`src/rtl/hdlc_pkg.sv`:
```
`default_nettype none
// ============================================================================
// Module      : hdlc_pkg
// Description : Shared types and constants for the HDLC transmit framer.
// Revision    : 1.0 - initial release
// ============================================================================
package hdlc_pkg;

  // Framer state encoding
  typedef enum logic [2:0] {
    ST_IDLE       = 3'd0,
    ST_START_FLAG = 3'd1,
    ST_DATA       = 3'd2,
    ST_END_FLAG   = 3'd3,
    ST_ABORT      = 3'd4
  } tx_state_e;

  // Opening/closing flag, sent LSB first, never stuffed
  localparam logic [7:0] FLAG = 8'h7E;
  // Abort sequence: a 0 followed by seven 1s when sent LSB first
  localparam logic [7:0] ABORT_PAT = 8'hFE;
  // Number of consecutive data ones that forces an inserted 0
  localparam int unsigned STUFF_LIMIT = 5;

endpackage
`default_nettype wire

```
`src/rtl/hdlc_tx_stuffer.sv`:
```
`default_nettype none
// ============================================================================
// Module      : hdlc_tx_stuffer
// Description : Payload bit shifter with zero-insertion ones counter. Presents
//               the current data bit, an insert-zero strobe and a need-byte
//               strobe marking the last bit slot of the current byte.
// Revision    : 1.0 - initial release
// ============================================================================
module hdlc_tx_stuffer
  import hdlc_pkg::*;
(
  input  logic       clk_i,
  input  logic       rst_i,
  input  logic       advance_i,    // one data bit slot is consumed this cycle
  input  logic       load_i,       // a new byte is accepted this cycle
  input  logic       clr_ones_i,   // frame enters the data phase
  input  logic [7:0] data_i,
  output logic       data_bit_o,
  output logic       insert_zero_o,
  output logic       need_byte_o
);

  logic [7:0] shift_q, shift_d;
  // Bits of the current byte already sent; 8 means only a stuffed 0 remains
  logic [3:0] cnt_q, cnt_d;
  logic [2:0] ones_q, ones_d;
  logic       ones_full_next;

  assign insert_zero_o  = (ones_q == 3'(STUFF_LIMIT));
  assign ones_full_next = shift_q[0] && (ones_q == 3'(STUFF_LIMIT - 1));
  assign data_bit_o     = shift_q[0];
  // The byte is exhausted on its last bit, unless that bit forces a stuffed 0,
  // in which case the stuffed slot becomes the last slot of the byte.
  assign need_byte_o    = insert_zero_o ? (cnt_q == 4'd8)
                                        : ((cnt_q == 4'd7) && !ones_full_next);

  // Next-state for shifter, bit count and ones counter
  always_comb begin
    shift_d = shift_q;
    cnt_d   = cnt_q;
    ones_d  = ones_q;
    if (advance_i) begin
      if (insert_zero_o) begin
        ones_d = '0;
      end else begin
        shift_d = {1'b0, shift_q[7:1]};
        cnt_d   = cnt_q + 4'd1;
        ones_d  = shift_q[0] ? ones_q + 3'd1 : 3'd0;
      end
    end
    if (load_i) begin
      shift_d = data_i;
      cnt_d   = '0;
    end
    if (clr_ones_i) begin
      ones_d = '0;
    end
  end

  // Shifter state registers
  always_ff @(posedge clk_i) begin
    if (rst_i) begin
      shift_q <= '0;
      cnt_q   <= '0;
      ones_q  <= '0;
    end else begin
      shift_q <= shift_d;
      cnt_q   <= cnt_d;
      ones_q  <= ones_d;
    end
  end

endmodule
`default_nettype wire

```
`src/rtl/hdlc_tx_framer.sv`:
```
`default_nettype none
// ============================================================================
// Module      : hdlc_tx_framer
// Description : HDLC transmit framer. Wraps payload bytes in flags, performs
//               zero insertion, and aborts on request, underrun or overlength.
// Revision    : 1.0 - initial release
// ============================================================================
module hdlc_tx_framer
  import hdlc_pkg::*;
#(
  parameter int MAX_BYTES = 128
) (
  input  logic       Clk,
  input  logic       Rst,
  input  logic       Tx_Start,
  input  logic [7:0] Tx_Data,
  input  logic       Tx_DataValid,
  input  logic       Tx_FrameEnd,
  input  logic       Tx_AbortFrame,
  output logic       Tx_DataReady,
  output logic       Tx,
  output logic       Tx_ValidFrame,
  output logic       Tx_AbortedTrans,
  output logic       Tx_Done
);

  localparam int BCW = $clog2(MAX_BYTES + 1);

  tx_state_e      state_q, state_d;
  logic [2:0]     fcnt_q, fcnt_d;       // bit index within flag / abort pattern
  logic [BCW-1:0] bytes_q, bytes_d;     // payload bytes accepted in this frame
  logic           last_q, last_d;       // the byte in the shifter is the last one
  logic           tx_q, tx_d;
  logic           valid_q, valid_d;
  logic           end_slot_q, end_slot_d;
  logic           abort_slot_q, abort_slot_d;
  logic           done_q, done_d;
  logic           aborted_q, aborted_d;

  logic shift_bit, insert_zero, need_byte;
  logic accept, over_len, load, line_bit;

  assign Tx_DataReady = ((state_q == ST_START_FLAG) && (fcnt_q == 3'd7)) ||
                        ((state_q == ST_DATA) && need_byte && !last_q);
  assign accept       = Tx_DataReady && Tx_DataValid;
  assign over_len     = accept && !Tx_FrameEnd && (bytes_q == BCW'(MAX_BYTES));
  // An abort in the same cycle discards the offered byte
  assign load         = accept && !Tx_AbortFrame && !over_len;

  hdlc_tx_stuffer u_stuffer (
    .clk_i        (Clk),
    .rst_i        (Rst),
    .advance_i    (state_q == ST_DATA),
    .load_i       (load),
    .clr_ones_i   (load && (state_q == ST_START_FLAG)),
    .data_i       (Tx_Data),
    .data_bit_o   (shift_bit),
    .insert_zero_o(insert_zero),
    .need_byte_o  (need_byte)
  );

  // Next-state, line bit selection and pulse staging
  always_comb begin
    state_d      = state_q;
    fcnt_d       = fcnt_q + 3'd1;
    bytes_d      = bytes_q;
    last_d       = last_q;
    line_bit     = 1'b1;
    case (state_q)
      ST_IDLE: begin
        fcnt_d = '0;
        if (Tx_Start) begin
          state_d = ST_START_FLAG;
          bytes_d = '0;
          last_d  = 1'b0;
        end
      end
      ST_START_FLAG, ST_DATA: begin
        if (state_q == ST_START_FLAG) begin
          line_bit = FLAG[fcnt_q];
        end else begin
          line_bit = insert_zero ? 1'b0 : shift_bit;
          fcnt_d   = '0;
        end
        if (Tx_AbortFrame) begin
          state_d = ST_ABORT;
          fcnt_d  = '0;
        end else if (Tx_DataReady) begin
          if (!Tx_DataValid || over_len) begin
            state_d = ST_ABORT;
            fcnt_d  = '0;
          end else begin
            state_d = ST_DATA;
            fcnt_d  = '0;
            bytes_d = bytes_q + BCW'(1);
            last_d  = Tx_FrameEnd;
          end
        end else if ((state_q == ST_DATA) && need_byte) begin
          state_d = ST_END_FLAG;
          fcnt_d  = '0;
        end
      end
      ST_END_FLAG: begin
        line_bit = FLAG[fcnt_q];
        if (fcnt_q == 3'd7) state_d = ST_IDLE;
      end
      ST_ABORT: begin
        line_bit = ABORT_PAT[fcnt_q];
        if (fcnt_q == 3'd7) state_d = ST_IDLE;
      end
      default: begin
        state_d = ST_IDLE;
        fcnt_d  = '0;
      end
    endcase
    tx_d         = line_bit;
    valid_d      = (state_q != ST_IDLE);
    end_slot_d   = (state_q == ST_END_FLAG) && (fcnt_q == 3'd7);
    abort_slot_d = (state_q == ST_ABORT) && (fcnt_q == 3'd7);
    // Pulses land one cycle after the final bit appears on the line
    done_d       = end_slot_q;
    aborted_d    = abort_slot_q;
  end

  // State and registered outputs
  always_ff @(posedge Clk) begin
    if (Rst) begin
      state_q      <= ST_IDLE;
      fcnt_q       <= '0;
      bytes_q      <= '0;
      last_q       <= 1'b0;
      tx_q         <= 1'b1;
      valid_q      <= 1'b0;
      end_slot_q   <= 1'b0;
      abort_slot_q <= 1'b0;
      done_q       <= 1'b0;
      aborted_q    <= 1'b0;
    end else begin
      state_q      <= state_d;
      fcnt_q       <= fcnt_d;
      bytes_q      <= bytes_d;
      last_q       <= last_d;
      tx_q         <= tx_d;
      valid_q      <= valid_d;
      end_slot_q   <= end_slot_d;
      abort_slot_q <= abort_slot_d;
      done_q       <= done_d;
      aborted_q    <= aborted_d;
    end
  end

  assign Tx              = tx_q;
  assign Tx_ValidFrame   = valid_q;
  assign Tx_Done         = done_q;
  assign Tx_AbortedTrans = aborted_q;

endmodule
`default_nettype wire
```
`config.mk`:
```
export PLATFORM = sky130hd
export DESIGN_NAME = hdlc_tx_framer
export DESIGN_NICKNAME = d
export VERILOG_FILES = /design/src/rtl/hdlc_pkg.sv /design/src/rtl/hdlc_tx_stuffer.sv /design/src/rtl/hdlc_tx_framer.sv
export SDC_FILE = /design/constraint.sdc
export NUM_CORES = 1
export LEC_CHECK = 0
export ABC_AREA = 1
export BUFFER_PORTS_ARGS = -buffer_cell sky130_fd_sc_hd__buf_2
export CAP_MARGIN = 20
export CORE_MARGIN = 2
export CORE_UTILIZATION = 24
export CTS_CLUSTER_DIAMETER = 150
export DETAILED_ROUTE_END_ITERATION = 7
export RECOVER_POWER = 25
export REMOVE_ABC_BUFFERS = 1
export SKIP_LAST_GASP = 1
export SLEW_MARGIN = 15
export SYNTH_ARGS = -nofsm -noshare
export SYNTH_HDL_FRONTEND = slang
export SYNTH_SLANG_ARGS = --single-unit
```
`constraint.sdc`:
```
create_clock -name Clk -period 2.17 [get_ports Clk]
set_input_delay 0.5425 -clock Clk [delete_from_list [all_inputs] [get_ports Clk]]
set_output_delay 0.5425 -clock Clk [all_outputs]
set_load 0.01 [all_outputs]
```
==> out/metrics.yaml <==
worst_setup_path:
  timing.critical_path.cells: "inv_1 > ha_1 > nand2_1 > inv_1 > a21oi_4 > nand3_4 > nand2_4 > buf_4"
  rr_startpoint: "fcnt_q[0]$_SDFF_PP0_"
  timing.reg2reg.setup_slack_ps: 210
  critPathArrivalTime_ps: 1520
  worst_path_dominant_cell_family: "flip-flops"
  path_max_fanout: 4
  cp_num_buf_inv: 3
  critPathKind: "reg2out"
  type_of_origin_of_the_critical_path: "flip-flop"
  data_required_time_at_the_worst_endpoint_ps: 1630
  r2r-end: "bytes_q[6]$_SDFFE_PP0P_"
  rr_worst_depth: 12
  setup.worst_path.end_class: "output pin"
  critPathMostFrequentCell: "sky130_fd_sc_hd__inv_1"
  critical_path.max_stage_delay_ps: 340
  cp_slowest_cell: "sky130_fd_sc_hd__dfxtp_2"
timing:
  worst_pin_slew_ps: 706.4
  hold_violations: 0
  timing.clock.skew_ps: 6.224
  finalSetupViolCount: 0
  max_freq_mhz: 485.8
  grt_setup_unrepaired: "no"
  max-slew-margin-rel_pct: 52.91
  fin_setup_tns_ps: 0
  final.setup.worst_slack_ps: 111.4
  fin_crit_sh_pct: 94.87
  finalCriticalPeriod_ps: 2059
  timing.hold.ws_ps: 403.1
  maxSlewViolCount: 0
synth:
  avgSynthCellArea_um2: 7.274
  synth_top_cells_by_count: "sky130_fd_sc_hd__nand2_1 (62), sky130_fd_sc_hd__dfxtp_1 (38), sky130_fd_sc_hd__inv_1 (38)"
  synth_seq_cells: 38
  primary_flip_flop_cell_chosen_by_synthesis_mapping: "sky130_fd_sc_hd__dfxtp_1"
  synth_sequential_area_ratio_pct: 34.86
  postSynthCellCount: 300
  synthesis.area_mm2: 0.002182
  synth-edff-count: 0
  yosysUniqueCellTypes: 36
  yosys.area.top_type_share_pct: 34.86
  synthMostInstantiatedCell: "sky130_fd_sc_hd__nand2_1"
  yosys.area.top_type: "sky130_fd_sc_hd__dfxtp_1"
  ys_async_sr_fraction_pct: 0
  synth.top_cells.by_area: "sky130_fd_sc_hd__dfxtp_1 (35%), sky130_fd_sc_hd__nand2_1 (11%), sky130_fd_sc_hd__nand3_1 (7.1%)"
  yosys_warnings: 0
power:
  max-vdd-ir-drop_mv: 0.4148
  design_power_total_uw: 2756
  comb_power_share_pct: 42.5
  power.share.clock_pct: 22.7
  flop_pwr_share_pct: 34.8
  power.net_switching_uw: 1136
  cellInternalPower_uw: 1620
  power_per_cell_area_mw_per_mm2: 1112
  power_switching_share_pct: 41.23
  static-leakage-power_uw: 0.001072
route:
  route.detailed.vias_per_inst: 4.442
  detail_route.wl_per_cell_um: 10.53
  routed_wl_mm: 4.505
  detail-route-antenna-nets: 0
  count_of_unresolved_drc_violations_after_routing: 0
  dr_total_vias: 1901
  detailedRoute.firstPassIterationCount: 4
  first_iter_violations: 75
final_layout:
  antenna-diode-count: 0
  post_route_cells_drive_above_1_share_pct: 18.13
  stdcell_area_mm2: 0.002479
  finish.net_count: 343
  syn_to_final_growth_pct: 13.59
placed_design:
  pre_cts_ws_ps: 246.7
  buffer_ports.inserted: 18
  placed_area_mm2: 0.002350
  place_congestion: 0.7685
  dp.final_hpwl_mm: 3.261
global_route:
  grt_pass1_wl_mm: 8.052
  grt_usage_pct: 9.823
  grt_start_max_net_pins: 24
  grt.overflow.total: 0
  initial_antenna_violation_count: 0
  grt_pass1_vias: 1869
cts:
  tritoncts.num_buffers: 5
  path_clk_slew_ps: 70
  cts.hold.buffers_added: 0
  htree_levels: 2
  ctsRootBufferMaster: "sky130_fd_sc_hd__clkbuf_8"
  clk-insertion-delay-late_ps: 300
  max-clock-path-buffers: 2
  numClockSinks: 38
  tritoncts_clock_tree: "done"
outcome:
  status: "complete, no violations"
hold_path:
  min_delay_path_depth: 2
  min-delay-path-class: "reg2reg"
  timing.hold.worst_endpoint: "Tx_AbortedTrans$_SDFF_PP0_"
  hp-start: "abort_slot_q$_SDFF_PP0_"
floorplan:
  die-width_um: 99.35
  boundaryPins: 19
  die_area_mm2: 0.009870
  design.core.area_mm2: 0.008763
  die_height_um: 99.35
  floorplan.initialDensity_pct: 24.90
  number_of_standard_cell_rows_in_the_floorplan: 34
run:
  cap_viol_max_count: 0
[timing repair]
item                       in CTS  in global routing
gates resized for setup         0                  5
setup buffers                   0                  2
setup endpoints to repair       0                  1
[cells in the final DEF, fill, tap and decap left out, types with 2 or more instances in the layout]
cell type / netlist / final
sky130_fd_sc_hd__nand2_1: 62 / 62
sky130_fd_sc_hd__inv_1: 38 / 38
sky130_fd_sc_hd__nor2_1: 36 / 36
sky130_fd_sc_hd__dfxtp_1: 38 / 34
sky130_fd_sc_hd__nand3_1: 31 / 31
sky130_fd_sc_hd__a21oi_1: 15 / 15
sky130_fd_sc_hd__buf_2: 1 / 12
sky130_fd_sc_hd__o21ai_0: 10 / 10
sky130_fd_sc_hd__ha_1: 9 / 9
sky130_fd_sc_hd__o21ai_1: 8 / 8
sky130_fd_sc_hd__a21oi_2: 8 / 8
sky130_fd_sc_hd__clkbuf_8: 0 / 6
sky130_fd_sc_hd__clkbuf_1: 3 / 5
sky130_fd_sc_hd__buf_4: 1 / 5
sky130_fd_sc_hd__inv_2: 4 / 4
sky130_fd_sc_hd__nand2_4: 4 / 4
sky130_fd_sc_hd__dfxtp_2: 0 / 4
sky130_fd_sc_hd__nand3_4: 3 / 3
sky130_fd_sc_hd__nand4_1: 3 / 3
sky130_fd_sc_hd__nand3_2: 3 / 3
sky130_fd_sc_hd__xor2_1: 2 / 2
sky130_fd_sc_hd__nor4_1: 2 / 2
sky130_fd_sc_hd__a22oi_1: 2 / 2
[flip-flops by register name, indices dropped and copies added, names as in the netlist, named ones only]
| name | cells |
|---|---|
| Tx_AbortedTrans | 1 |
| state_q | 3 |
| fcnt_q | 3 |
| last_q | 1 |
| bytes_q | 8 |
| u_stuffer.cnt_q | 4 |
| done_d | 1 |
| abort_slot_q | 1 |
| u_stuffer.ones_q | 3 |
| Tx_ValidFrame | 1 |
| Tx_Done | 1 |
| u_stuffer.shift_q | 8 |
| Tx | 1 |
[cells by family after synthesis]
| kind of cell | synth area share, % |
|---|---|
| flops | 34.86 |
| xor+xnor | 0.8029 |
| buf+inv | 10.78 |
| compound gates | 12.96 |
| simple gates | 35.44 |
| fa+ha+maj | 5.161 |
[metrics by stage]
step                      util, %  std cells
after floorplan                 -        291
after global placement      26.81        419
after detailed placement    26.81        419
after CTS                   28.10        426
after global routing        28.28        428
final                       28.28        428
[worst min-delay path: stages (launching register included)]
cell and delay, ps:
sky130_fd_sc_hd__dfxtp_1 300, sky130_fd_sc_hd__inv_1 40, sky130_fd_sc_hd__nor2_1 30
[worst max path at each step]
stage                                          start                                end  slack, ps  depth (start not counted)
floorplan           u_stuffer.ones_q[1]$_SDFFE_PP0P_   u_stuffer.ones_q[1]$_SDFFE_PP0P_        370                          9
global placement    u_stuffer.ones_q[1]$_SDFFE_PP0P_   u_stuffer.ones_q[0]$_SDFFE_PP0P_        330                         10
detailed placement  u_stuffer.ones_q[1]$_SDFFE_PP0P_   u_stuffer.ones_q[0]$_SDFFE_PP0P_        250                         10
CTS                 u_stuffer.ones_q[1]$_SDFFE_PP0P_                       Tx_DataReady        0.2                          8
global route         u_stuffer.cnt_q[0]$_SDFFE_PP0P_  u_stuffer.shift_q[2]$_SDFFE_PP0P_          6                         10
finish              u_stuffer.ones_q[1]$_SDFFE_PP0P_                       Tx_DataReady        110                          8
[layout make-up]
cell class	count	area, um2
clock buffers	6	82.58
fillers	966	6285
clock inverters	1	30.03
well taps	108	135.1
multi-input cells	210	1186
flip-flops and latches	38	765.7
repair buffers	22	116.4
inverters	43	162.7
[power by group through the flow]
stage          logic [uW]  registers, uW  clock network (uW)
2_1_floorplan         944            953                   0
3_3_place_gp         1160            969                   0
3_5_place_dp         1180            972                   0
4_1_cts              1190            957                 637
5_1_grt              1340            978                 665
6_report             1170            959                 626
[per-layer routing]
layer / part of all wire (%) / vias up / global-route usage, % / routed length (um)
met2: 43 / 27 / 16.32 / 1935
met1: 51 / 864 / 12.27 / 2306
met3: 5.0 / 4 / 3.654 / 226
met5: 0 / - / 0 / 0
li1: - / 1006 / - / -
met4: 0.82 / 0 / 1.897 / 37
No activity file was read; power rests on OpenSTA's default activity.
